File: config.mk
export PLATFORM = sky130hd
export DESIGN_NAME = memory_access_stage_flat
export DESIGN_NICKNAME = d
export VERILOG_FILES = /design/src/rtl/mem_bus_if.sv /design/src/rtl/memory_access_stage.sv /design/src/flat_wrapper.sv
export SDC_FILE = /design/constraint.sdc
export NUM_CORES = 1
export LEC_CHECK = 0
export CORE_UTILIZATION = 36
export CTS_CLUSTER_SIZE = 10
export DETAILED_ROUTE_END_ITERATION = 6
export PLACE_DENSITY_LB_ADDON = 0.2
export REMOVE_ABC_BUFFERS = 1
export SETUP_SLACK_MARGIN = 0.3
export SLEW_MARGIN = 25
export SYNTH_ARGS = -nofsm -noshare
export SYNTH_HDL_FRONTEND = slang
export SYNTH_SLANG_ARGS = --single-unit
export TNS_END_PERCENT = 10
File: constraint.sdc
create_clock -name clk -period 1.5 [get_ports clk]
set_clock_uncertainty 0.05 [all_clocks]
set_input_delay 0.3 -clock clk [delete_from_list [all_inputs] [get_ports clk]]
set_output_delay 0.3 -clock clk [all_outputs]
set_load 0.1 [all_outputs]
File: src/rtl/mem_bus_if.sv
// Ready-handshaked word data bus between the MEM-stage controller (master)
// and the data memory or bus fabric (slave).
interface mem_bus_if;
  logic [31:0] busAddress;
  logic [31:0] busWriteData;
  logic        busRead;
  logic        busWrite;
  logic        busReady;
  logic [31:0] busReadData;

  modport master (
    output busAddress, busWriteData, busRead, busWrite,
    input  busReady, busReadData
  );

  modport slave (
    input  busAddress, busWriteData, busRead, busWrite,
    output busReady, busReadData
  );
endinterface

File: src/rtl/memory_access_stage.sv
// MEM-stage controller: one word transaction per instruction on a ready-handshaked bus.
// Optional feature macro: MEM_MISALIGN_CHECK_EN (reject misaligned accesses).
module memory_access_stage #(
  parameter int unsigned TIMEOUT_CYCLES = 16
) (
  input  logic             clk,
  input  logic             rst,
  input  logic [31:0]      memAluResult,
  input  logic [31:0]      memMemoryWriteData,
  input  logic             memMemWrite,
  input  logic             memMemRead,
  mem_bus_if.master        bus,
  output logic [31:0]      memReadData,
  output logic             memStall,
  output logic             memBusError,
  output logic             memMisaligned
);

  localparam int unsigned CW = (TIMEOUT_CYCLES > 1) ? $clog2(TIMEOUT_CYCLES) : 1;
  localparam logic [CW-1:0] LAST_CNT = CW'(TIMEOUT_CYCLES - 1);

  typedef enum logic [1:0] {
    IDLE   = 2'd0,
    ACCESS = 2'd1,
    DONE   = 2'd2
  } state_t;

  state_t          r_state;
  logic [CW-1:0]   r_count;
  logic            w_req;
  logic            w_misaligned;
  logic [31:0]     w_capAddr;

  assign w_req = memMemRead | memMemWrite;

`ifdef MEM_MISALIGN_CHECK_EN
  assign w_misaligned = (memAluResult[1:0] != 2'b00);
  assign w_capAddr    = memAluResult;
`else
  assign w_misaligned = 1'b0;
  assign w_capAddr    = memAluResult & 32'hFFFF_FFFC;
`endif

  // DONE deliberately drops the stall so the barrier advances without re-issuing.
  always_comb begin
    memStall = (r_state == ACCESS) || ((r_state == IDLE) && w_req);
  end

  always_ff @(posedge clk) begin
    if (rst) begin
      r_state          <= IDLE;
      r_count          <= '0;
      bus.busAddress   <= '0;
      bus.busWriteData <= '0;
      bus.busRead      <= 1'b0;
      bus.busWrite     <= 1'b0;
      memReadData      <= '0;
      memBusError      <= 1'b0;
      memMisaligned    <= 1'b0;
    end else begin
      memBusError   <= 1'b0;
      memMisaligned <= 1'b0;
      case (r_state)
        IDLE: begin
          if (w_req) begin
            if (w_misaligned) begin
              memMisaligned <= 1'b1;
              r_state       <= DONE;
            end else begin
              bus.busAddress   <= w_capAddr;
              bus.busWriteData <= memMemoryWriteData;
              bus.busWrite     <= memMemWrite;
              bus.busRead      <= ~memMemWrite;
              r_count          <= '0;
              r_state          <= ACCESS;
            end
          end
        end
        ACCESS: begin
          if (bus.busReady) begin
            if (bus.busRead) memReadData <= bus.busReadData;
            bus.busRead  <= 1'b0;
            bus.busWrite <= 1'b0;
            r_state      <= DONE;
          end else if (r_count == LAST_CNT) begin
            if (bus.busRead) memReadData <= '0;
            memBusError  <= 1'b1;
            bus.busRead  <= 1'b0;
            bus.busWrite <= 1'b0;
            r_state      <= DONE;
          end else begin
            r_count <= r_count + 1'b1;
          end
        end
        DONE:    r_state <= IDLE;
        default: r_state <= IDLE;
      endcase
    end
  end

endmodule

File: src/flat_wrapper.sv
// flat-port wrapper written by rule: the top's interface ports become plain ports
module memory_access_stage_flat 
#(
  parameter int unsigned TIMEOUT_CYCLES = 16
)
  (clk, rst, memAluResult, memMemoryWriteData, memMemWrite, memMemRead, memReadData, memStall, memBusError, memMisaligned, bus_busAddress, bus_busWriteData, bus_busRead, bus_busWrite, bus_busReady, bus_busReadData);
  mem_bus_if bus_i ();
  input  logic clk;
  input  logic rst;
  input  logic [31:0] memAluResult;
  input  logic [31:0] memMemoryWriteData;
  input  logic memMemWrite;
  input  logic memMemRead;
  output logic [31:0] memReadData;
  output logic memStall;
  output logic memBusError;
  output logic memMisaligned;
  output wire logic [$bits(bus_i.busAddress)-1:0] bus_busAddress;
  output wire logic [$bits(bus_i.busWriteData)-1:0] bus_busWriteData;
  output wire logic [$bits(bus_i.busRead)-1:0] bus_busRead;
  output wire logic [$bits(bus_i.busWrite)-1:0] bus_busWrite;
  input wire logic [$bits(bus_i.busReady)-1:0] bus_busReady;
  input wire logic [$bits(bus_i.busReadData)-1:0] bus_busReadData;
  assign bus_busAddress = bus_i.busAddress;
  assign bus_busWriteData = bus_i.busWriteData;
  assign bus_busRead = bus_i.busRead;
  assign bus_busWrite = bus_i.busWrite;
  assign bus_i.busReady = bus_busReady;
  assign bus_i.busReadData = bus_busReadData;
  memory_access_stage #(.TIMEOUT_CYCLES(TIMEOUT_CYCLES)) u_core (.clk(clk), .rst(rst), .memAluResult(memAluResult), .memMemoryWriteData(memMemoryWriteData), .memMemWrite(memMemWrite), .memMemRead(memMemRead), .bus(bus_i), .memReadData(memReadData), .memStall(memStall), .memBusError(memBusError), .memMisaligned(memMisaligned));
endmodule
Word-level counts from Yosys, hierarchy flattened
Index checks and enable logic that the tools add are counted.
{"block": "totals", "regBits": 103, "inputBits": 101, "word_cells": 48}
{"block": "classes", "addsub": 1, "eq_ne": 6, "muxes": 19, "n_bitwise": 3, "n_reduce_logical": 11}
{"operator": "$mux W32", "n": 4}
{"operator": "$mux W4", "n": 3}
{"operator": "$pmux W4 S2", "n": 1}
{"operator": "$mux W2", "n": 3}
{"operator": "$reduce_and A3 Y1", "n": 2}
{"operator": "$mux W1", "n": 5}
{"operator": "$add A4 B1 Y4 const B", "n": 1}
{"operator": "$eq A4 B4 Y1 const B", "n": 1}
{"operator": "$ne A2 B2 Y1 const B", "n": 2}
{"operator": "$pmux W1 S2", "n": 2}
{"operator": "$pmux W2 S2", "n": 1}
{"operator": "$reduce_and A2 Y1", "n": 2}
{"operator": "$reduce_and A4 Y1", "n": 1}
{"operator": "$reduce_bool A2 Y1", "n": 2}
{"operator": "$ne A3 B3 Y1 const B", "n": 1}
{"operator": "$reduce_or A3 Y1", "n": 1}
{"operator": "$eq A2 B1 Y1 const B", "n": 1}
{"operator": "$logic_not A2 Y1", "n": 1}
{"operator": "$ne A2 B1 Y1 const B", "n": 1}
{"operator": "$not A1 Y1", "n": 2}
{"operator": "$logic_and A1 B1 Y1", "n": 1}
{"operator": "$logic_or A1 B1 Y1", "n": 1}
{"operator": "$or A1 B1 Y1", "n": 1}

Depth between registers and ports, before layout
{"block": "depth", "ltp_word": 4, "ltp_mapped": 6, "ltp_nobuf": 4}

Worst setup path before layout
No wires, ideal clock.
{"block": "synth_timing", "path_kind": "register to output", "from": "register u_core.r_state[0]", "to": "output port memStall", "arrival_time_ps": 1760, "setup_slack_ps": -610, "path_stages_with_launch": 4, "path_buffers": 1, "cell_sequence": "dfxtp_1 buf_6 nor3_1 nor2_1"}
{"block": "synth_between", "elab_chain_cells": 3}
{"element": "start, declared", "line": "memory_access_stage.sv:28", "text": "state_t r_state;"}
{"element": "start signal, assigned", "line": "memory_access_stage.sv:51", "text": "r_state <= IDLE;"}
{"element": "start signal, assigned", "line": "memory_access_stage.sv:68", "text": "r_state <= DONE;"}
{"element": "start signal, assigned", "line": "memory_access_stage.sv:75", "text": "r_state <= ACCESS;"}
{"element": "$logic_not A2 Y1", "line": "memory_access_stage.sv:46", "text": "memStall = (r_state == ACCESS) || ((r_state == IDLE) && w_req);"}
{"element": "$logic_and A1 B1 Y1", "line": "memory_access_stage.sv:46"}
{"element": "$logic_or A1 B1 Y1 (*)", "line": "memory_access_stage.sv:46"}
{"element": "end, declared", "line": "flat_wrapper.sv:15", "text": "output logic memStall;"}
Mark *: on every way between the ends. The rest lies on a longest branch, timed or not.

Worst setup path after layout
{"block": "layout_timing", "from": "register u_core.r_state[0]", "to": "register u_core.r_count[3]"}
{"block": "layout_between", "elab_chain_cells": 3}
{"element": "$eq A2 B1 Y1 or $logic_not A2 Y1 (tied branches)", "line": "memory_access_stage.sv:63", "text": "case (r_state)"}
{"element": "$ne A2 B2 Y1 (no line) (tied with other cells)"}
{"element": "$reduce_and A4 Y1 (no line)"}
{"element": "end signal, assigned", "line": "memory_access_stage.sv:92", "text": "r_count <= r_count + 1'b1;"}
{"element": "end, declared", "line": "memory_access_stage.sv:29", "text": "logic [CW-1:0] r_count;"}
Parallel ways exist; a longest one is shown, timed or not.
A chain may end at the register's enable or synchronous reset.

==> flow_summary.ini <==
[run_status]
status = finished clean

[critical_path]
crit_family = simple AND/OR/NAND/NOR gates
critPathCapture = u_core.r_count[3]$_SDFFE_PP0P_
timing.rr.start = u_core.r_state[0]$_SDFFE_PP0P_
rrSetupSlack_ns = 0.03
required_ns = 1.71
worstSetupStartpoint = u_core.r_state[0]$_SDFFE_PP0P_
worstSetupPathType = reg -> reg
cp_cell_sequence = buf_6 > buf_6 > nand2b_4 > or4_1 > a31oi_1
reg2regPathDepth = 5
max_stage_delay_ns = 0.51
path_common_cell = buf_6
arrival_ns = 1.69
path_buf_inv = 2
path_max_fanout = 5
crit_path_end_kind = register
path_depth = 5
r2r_end = u_core.r_count[3]$_SDFFE_PP0P_
critPathLaunchType = register
crit_slowest_cell = or4_1

[global_routing]
antenna_found_initial = 0
use_met2_pct = 42.2
grt-ovfl-total = 0
grt_use_met1_pct = 28.9
grt_use_total_pct = 24.8
grt_pass1_vias = 4613
grt_max_degree = 52
grt_util_met3_pct = 8.37
grt_pass1_wl_mm = 23.1
grt_busiest_layer = met2

[cts]
root_buffer = clkbuf_16
cts_tree = done
cts_buffers = 9
cts_hold_buf = 0
clk_path_buf_depth = 2
cts_max_level = 3
insertion_delay_ns = 0.34
clock-sinks = 103
path_clk_slew_ns = 0.07

[placement]
dp_hpwl_mm = 9.10
place.gp.congestion = 0.796
placed_cell_area_mm2 = 0.00721
io_buffer_count = 196
dpl_worst_slack_ns = -0.250

[floorplanning]
rows = 38
fp.dieW_um = 109
ios = 202
die_y_um = 109
core_area_mm2 = 0.0110
dieArea_mm2 = 0.0118
start_util_pct = 37.4

[sta]
max_freq_ghz = 0.678
slew_viol_final = 0
rsz0062_at_grt = yes
finalCritPeriodShare_pct = 98.3
tns_ns = 0
worst_slack_ns = 0.0252
hold_viol = 0
fin_crit_ns = 1.47
setup_viol = 0

[power_and_ir_drop]
powerDensity_mw_per_mm2 = 997
leakage_nw = 3.09
vdd_drop_max_uv = 641

[yosys]
netlist_area_mm2 = 0.00411
synthTopCellsByArea = dfxtp_1 50%, nand3_1 12%, a21oi_1 12%
synth_cell_types = 37
synth_edf_count = 0
synth-seq-area-share_pct = 50.2
synth-seq-cells = 103
yosysTopAreaCellShare_pct = 50.2
synth-warning-count = 0
synthFlopType = dfxtp_1
synthCells = 486
synth_top_area_cell = dfxtp_1
synthArstFlopShare_pct = 0
syn_area_per_cell_um2 = 8.45

[finish]
area_growth_pct = 108
num_antenna_cells = 0
final_core_util_pct = 77.9
drive_above_1_share_pct = 56.1
final_area_mm2 = 0.00856
nNetsFinal = 784

[detailed_routing]
vias = 4479
wl_mm = 15.5
ant_nets = 0
wire_per_inst_um = 18.8
drc_errors = 0
dr.first_iter.drc_count = 244
firstDrtPassIters = 4
viasPerCell = 5.42

[hold_path]
hold_class = in -> reg

[run]
maxCapViolations = 0
==> layer usage <==
metal	wire length, um	share of wire (%)	vias up
li1	-	-	2142
met1	6220	40	2142
met2	7680	50	176
met3	1390	8.9	19
met4	217	1.4	0
met5	0	0	-
==> layout make-up <==
| cell class | count | area (um^2) |
|---|---|---|
| repair buffers | 240 | 3570 |
| fillers | 686 | 2430 |
| multi-input cells | 325 | 2290 |
| flip-flops and latches | 103 | 2200 |
| clock buffers | 11 | 243 |
| well taps | 140 | 175 |
| clock inverters | 4 | 70.1 |
| inverters | 3 | 11.3 |
==> report_power, final <==
| part | switching [mW] | leakage, nW | internal (mW) | total (mW) |
|---|---|---|---|---|
| clock network | 1.01 | 0.155 | 1.49 | 2.50 |
| registers | 0.165 | 0.886 | 2.91 | 3.08 |
| logic | 1.78 | 2.04 | 1.17 | 2.95 |
| total | 2.95 | 3.09 | 5.58 | 8.53 |
==> how the worst min path moves through the flow <==
stage | from | to | slack (ns) | cells past startpoint
after CTS | rst | u_core.r_state[0]$_SDFFE_PP0P_ | 0.28 | 2
after global placement | u_core.r_count[1]$_SDFFE_PP0P_ | u_core.r_count[1]$_SDFFE_PP0P_ | 0.44 | 2
after global routing | rst | u_core.memReadData[1]$_SDFFE_PP0P_ | 0.31 | 2
after floorplan | rst | u_core.bus.busAddress[10]$_SDFFE_PP0P_ | 0.32 | 1
after detailed placement | u_core.r_count[1]$_SDFFE_PP0P_ | u_core.r_count[1]$_SDFFE_PP0P_ | 0.45 | 2
final | rst | u_core.r_state[0]$_SDFFE_PP0P_ | 0.30 | 2
==> Yosys cell counts (2+ instances only) <==
cell and count:
buf_6 9, inv_1 3, clkbuf_1 27, o21ai_0 92, o21ai_1 2, a31oi_1 2, a211oi_1 2, nor2_1 6
nor3_1 3, nand3_1 97, o221ai_1 2, buf_2 13, a21oi_1 95, buf_4 7, dfxtp_1 103, a31o_2 2
==> cell usage in the layout (no fill, tap or decap), types with 13 or more instances in the layout <==
cell | synthesis | final
o21ai_1 | 2 | 36
clkdlybuf4s50_1 | 0 | 95
dfxtp_2 | 0 | 96
clkbuf_16 | 0 | 13
buf_12 | 0 | 108
buf_4 | 7 | 17
a21oi_1 | 95 | 74
nand3_1 | 97 | 53
a21oi_2 | 0 | 21
nand3_2 | 0 | 41
o21ai_2 | 0 | 44
o21ai_0 | 92 | 13
==> what timing repair did <==
item	4_1_cts	5_1_grt
setup buffers	6	6
gates cloned	2	5
pin swaps	100	5
setup endpoints to repair	201	201
gates resized for setup	314	18
==> through the flow <==
stage	instances	power, mW	hold WS, ns
after CTS	815	8.41	0.278
after global placement	792	5.63	0.436
final	826	8.53	0.300
after detailed placement	792	5.67	0.454
after global routing	826	8.82	0.313
after floorplan	431	4.43	0.319
==> state kept, by name, indices dropped and copies added (netlist names) <==
register	count
u_core.bus.busAddress	30
u_core.bus.busRead	1
u_core.bus.busWrite	1
u_core.bus.busWriteData	32
u_core.memBusError	1
u_core.memReadData	32
u_core.r_count	4
u_core.r_state	2
==> kinds of logic (layout without fill, tap and decap cells) <==
| group | after synthesis | in the layout | share of synthesized area, % |
|---|---|---|---|
| compound gates | 201 | 201 | 25.8 |
| flops | 103 | 103 | 50.2 |
| fa+ha+maj | 1 | 1 | 0.305 |
| buf+inv | 60 | 258 | 8.20 |
| mux | 1 | 1 | 0.274 |
| other cells | 1 | 3 | 0.0913 |
| simple gates | 119 | 119 | 15.1 |
Note: power is estimated with default switching activity, not from simulation.
==> RTL edit 1 (same flow settings) <==
Add a define of `MEM_MISALIGN_CHECK_EN`.
--- a/src/rtl/memory_access_stage.sv
+++ b/src/rtl/memory_access_stage.sv
@@ -1,4 +1,6 @@
 // MEM-stage controller: one word transaction per instruction on a ready-handshaked bus.
 // Optional feature macro: MEM_MISALIGN_CHECK_EN (reject misaligned accesses).
+`define MEM_MISALIGN_CHECK_EN
+
 module memory_access_stage #(
   parameter int unsigned TIMEOUT_CYCLES = 16
Formal check against the unedited RTL: not equivalent (a bounded check fails within 4 cycles, from zero or initial values and one cycle with rst high).
==> RTL edit 1 against the unedited design <==
The run now ends with negative setup slack left; design area increased by 2.1%; synthesized cell count increased by 0.41%; total power decreased by 11%; worst setup slack got worse by 62 ps; critical path depth unchanged; sequential cell count increased by 3; wire length increased by 0.90%; sequential share of layout area increased by 0.72 points; global-route usage increased by 0.39 points; area after synthesis decreased by 0.98%.
==> RTL edit 1: results (changes against the unedited design) <==
- Most common library cells after synthesis: sky130_fd_sc_hd__dfxtp_1, sky130_fd_sc_hd__a21oi_1, sky130_fd_sc_hd__o21ai_0
- Reg-to-reg startpoint: u_core.r_state[1]
- Gate count of the mapped netlist: 488 (+0.41%)
- Detailed Route WL: 15640 µm (+0.90%)
- First-pass GRT wire length: 22870 µm (-0.81%)
- Global router's overall resource usage: 25.19% (+0.39 points)
- Detailed-route wire length per cell: 18.71 µm (-0.31%)
- Critical path's slowest cell: sky130_fd_sc_hd__or3_4
- Largest registers: u_core.bus.busAddress x32, u_core.bus.busWriteData x32, u_core.memReadData x32
- Worst voltage drop across the vdd grid: 0.5097 mV (-20%)
- Outcome: complete, but fails checks
- Violated checks: negative setup slack
- Number of vias after detailed routing: 4602 (+2.7%)
- Pin count of the biggest net entering global routing: 48 (-7.7%)
- Biggest area contributors in the synthesized netlist: sky130_fd_sc_hd__dfxtp_1, sky130_fd_sc_hd__a21oi_1, sky130_fd_sc_hd__o21ai_0, sky130_fd_sc_hd__nand3_1, sky130_fd_sc_hd__nand2_1
- Gate family responsible for the most delay along the worst path: simple AND/OR/NAND/NOR gates
- Data arrival, critical path: 1710 ps (+20 ps)
- Tightest slew margin relative to the limit: 77.70%
- Setup TNS: -281.6 ps (-281.6 ps)
- Biggest cell delay along the critical path: 490 ps (-20 ps)
- Worst Hold Path EP: u_core.bus.busAddress[12]
- Post-detailed-placement half-perimeter wirelength: 9224 µm (+1.4%)
- 1st-pass router iterations: 4 (unchanged)
- Seq/Total Area, Yosys: 52.18% (+2.0 points)
- Vias in the first global route: 4495 (-2.6%)
- Pleak: 3.025 nW (-2.0%)
- Number of warnings issued by yosys: 0 (unchanged)
- Number of inserted diodes: 0 (unchanged)
- Fraction of layout instances using a drive strength above 1: 56.18% (about the same)
- Final Setup Violations: 18 (+18)
- Antenna violations before repair: 0 (unchanged)
- Placed cell count: 802 (+1.3%)
- Number of input and output port buffers inserted: 201 (+2.6%)
- Critical register-to-register path endpoint: u_core.bus.busAddress[12]
- Count of cell types in the netlist: 35 (-5.4%)
- Final nets: 793 (+1.1%)
- Critical-path maximum fanout: 8 (+3)
- Placer's final routability congestion estimate: 0.8363 (+5.0%)
- Smallest setup slack after layout: -36.41 ps (-61.62 ps)
- Iteration-0 DRC Markers: 212 (-13%)
- Root Driver: sky130_fd_sc_hd__clkbuf_16
## RTL edit 1: how the worst max path moves through the flow
stage / to / from
after detailed placement: u_core.r_count[0] / bus_busReady
after floorplan: u_core.memReadData[0] / u_core.bus.busRead
after global placement: u_core.bus.busWriteData[17] / memMemWrite
after global routing: u_core.bus.busAddress[12] / u_core.r_state[1]
final: u_core.bus.busAddress[12] / u_core.r_state[1]
after CTS: memStall / u_core.r_state[0]
## RTL edit 1: cell families (layout without fill, tap and decap cells)
logic type | after synthesis | in the layout | synth area share, %
fa+ha+maj | 1 | 1 | 0.3076
flops | 106 | 106 | 52.18
buf+inv | 53 | 261 | 5.908
compound gates | 206 | 206 | 26.31
mux | 1 | 1 | 0.2462
simple gates | 121 | 121 | 15.05
## RTL edit 1: what timing repair did
action | CTS | global route
hold endpoints to repair | 0 | 0
setup buffers | 5 | 4
hold buffers | 0 | 0
pin swaps | 30 | 55
endpoints found under the setup margin | 206 | 207
gates cloned | 8 | 1
resized for setup | 195 | 163
## RTL edit 1: cell type report
class	instances	area [µm²]
Inverter	2	7.507
Sequential cell	106	2310
Tap cell	140	175.2
Timing Repair Buffer	243	3684
Clock buffer	10	239.0
Clock inverter	6	88.84
Multi-Input combinational cell	329	2233
Fill cell	664	2198
## RTL edit 1: metal layers
| metal | share of wire (%) | vias up | GRT usage [%] | routed length [µm] |
|---|---|---|---|---|
| li1 | - | 2168 | - | - |
| met1 | 39 | 2190 | 29.07 | 6025 |
| met2 | 50 | 216 | 43.40 | 7807 |
| met3 | 9.6 | 28 | 8.258 | 1501 |
| met4 | 2.0 | 0 | 9.073 | 309 |
| met5 | 0 | - | 0 | 0 |
## RTL edit 1: report_power, final
group          switching (mW)  total, mW  internal, mW  leakage (nW)
Clock                    1.09       2.60          1.51         0.155
Combinational            1.13       1.97         0.842          1.95
Sequential              0.103       2.99          2.89         0.916
Total                    2.32       7.56          5.24          3.02
## RTL edit 1: through the flow
step | cell area, µm² | hold WS, ps | power [mW] | util [%] | setup WS [ps]
2_1_floorplan | 3834 | 319.1 | 3.814 | - | -671.7
3_3_place_gp | 7348 | 444.3 | 4.693 | 67.20 | -289.4
3_5_place_dp | 7348 | 452.4 | 4.714 | 67.20 | -344.6
4_1_cts | 8297 | 245.4 | 7.491 | 75.87 | -21.48
5_1_grt | 8737 | 257.7 | 7.779 | 79.90 | -59.57
6_report | 8737 | 243.8 | 7.562 | 79.90 | -36.41
==> RTL edit 2 (config.mk and constraints unchanged) <==
Made on the original files. Reset style: asynchronous (`rst`), changed in one clocked block.
--- a/src/rtl/memory_access_stage.sv
+++ b/src/rtl/memory_access_stage.sv
@@ -47,5 +47,5 @@
   end
 
-  always_ff @(posedge clk) begin
+  always_ff @(posedge clk or posedge rst) begin
     if (rst) begin
       r_state          <= IDLE;
Function: differs if rst is asserted again (counterexample within 4 cycles, from zero or initial values and one cycle with rst high); with rst held inactive, the same outputs for 4 cycles.
==> RTL edit 2 against the unedited design <==
The run now ends with negative setup slack left; die area increased by 2.5%; design area decreased by 5.3%; critical path depth decreased by 1; sequential cell count unchanged; area after synthesis increased by 2.6%; worst setup slack got worse by 180 ps; count of clock-buffer cells in the layout increased by 2; wire length decreased by 24%.
Power is not shown: default switching activity piles up to over one toggle a cycle in this logic, so the estimate is an artifact.
==> RTL edit 2: results (changes against the unedited design) <==
- Placer's final routability congestion estimate: 0.7832 (-1.6%)
- Count of cell types in the netlist: 30 (-19%)
- Max capacitance violation total: 0 (unchanged)
- First-pass GRT wire length: 17510 µm (-24%)
- Post-synth top flop: sky130_fd_sc_hd__dfrtp_1
- Global router's overall resource usage: 19.72% (-5.1 points)
- Reg-to-reg startpoint: u_core.r_state[0]
- Vias in the first global route: 3183 (-31%)
- Seq/Total Area, Yosys: 61.20% (+11 points)
- Biggest cell delay along the critical path: 400 ps (-110 ps)
- Fraction of layout instances using a drive strength above 1: 46.93% (-9.2 points)
- Violated checks: negative setup slack
- Post-detailed-placement half-perimeter wirelength: 8183 µm (-10%)
- Filler Cell Count: 763 (+11%)
- Number of cells on the worst reg-to-reg path: 7 (+2)
- Critical register-to-register path endpoint: u_core.bus.busWriteData[13]
- Flop-to-flop setup slack: -130 ps (-160 ps)
- Pin count of the biggest net entering global routing: 46 (-12%)
- Outcome: complete, but fails checks
- Number of vias after detailed routing: 3012 (-33%)
- Biggest area contributors in the synthesized netlist: sky130_fd_sc_hd__dfrtp_1, sky130_fd_sc_hd__mux2_4, sky130_fd_sc_hd__a22o_1, sky130_fd_sc_hd__buf_12, sky130_fd_sc_hd__buf_4
- Global-route track usage on met3: 4.879% (-3.5 points)
- Iteration-0 DRC Markers: 153 (-37%)
- Setup TNS: -5753 ps (-5753 ps)
- Critical path's slowest cell: sky130_fd_sc_hd__dfrtp_1
- Fraction of met2 tracks used by global routing: 32.32% (-9.9 points)
- HP Class: primary input to async pin
- M1 GR Usage: 24.52% (-4.4 points)
- Detailed-route wire length per cell: 18.64 µm (-0.71%)
- Final Setup Violations: 96 (+96)
- Critical-path maximum fanout: 4 (-1)
- Smallest setup slack after layout: -159.3 ps (-184.5 ps)
- Gate family responsible for the most delay along the worst path: flip-flops
- Most common library cells after synthesis: sky130_fd_sc_hd__dfrtp_1, sky130_fd_sc_hd__mux2_4, sky130_fd_sc_hd__a22o_1
==> RTL edit 2: cell type report <==
type	instances	area, µm²	share of cell area (%)
repair buffers	238	3532	43.58
flip-flops and latches	103	2577	31.80
multi-input cells	129	1519	18.74
clock buffers	13	250.2	3.087
well taps	143	178.9	2.207
clock inverters	1	30.03	0.3705
inverters	4	17.52	0.2161
==> RTL edit 2: worst reg2reg max path, delay by kind of cell, from the launching register on <==
family / cells / cell delay (ps)
muxes: 1 / 280
DFF: 1 / 400
and+or+nand+nor: 2 / 390
buffers and inverters: 4 / 390
==> RTL edit 2: timing repair <==
item,4_1_cts,5_1_grt
hold endpoints to repair,0,0
cloned,5,1
pin swaps,14,11
setup endpoints to repair,200,201
gates resized for setup,33,9
setup buffers,9,1
==> RTL edit 2: how the worst max path moves through the flow <==
stage                            startpoint                           to  slack [ps]  depth (start not counted)
after global routing      u_core.r_state[0]                     memStall        -200                          4
after detailed placement        memMemWrite  u_core.bus.busWriteData[12]        -460                          6
after CTS                 u_core.r_state[0]                     memStall        -140                          4
after global placement          memMemWrite    u_core.bus.busAddress[15]        -440                          6
after floorplan                         rst    u_core.bus.busAddress[10]       -1550                          1
final                     u_core.r_state[0]                     memStall        -160                          4
==> RTL edit 2: routing by layer <==
metal / share of wire [%] / vias up
li1: - / 1373
met1: 41 / 1499
met2: 50 / 121
met3: 6.3 / 19
met4: 2.8 / 0
met5: 0 / -
==> RTL edit 2: cells by family after synthesis <==
family	after synthesis	synth area share, %
AOI/OAI and AO/OA	43	8.408
xor gates and xnor gates	1	0.2080
adders and majority gates	1	0.2970
buffers and inverters	21	4.842
DFF	103	61.20
muxes	64	22.43
other	1	0.08904
and+or+nand+nor	17	2.525
==> RTL edit 2: stage by stage <==
step                      hold slack [ps]  instances  worst slack, ps  area [µm²]  util, %
after CTS                           149.7        629           -142.8        8031    70.34
after detailed placement            493.4        601           -456.8        7425    65.02
final                               155.5        631           -159.3        8105    70.98
after floorplan                     380.7        236            -1554        4030        -
after global routing                166.0        631           -197.8        8105    70.98
after global placement              494.7        601           -444.1        7425    65.02
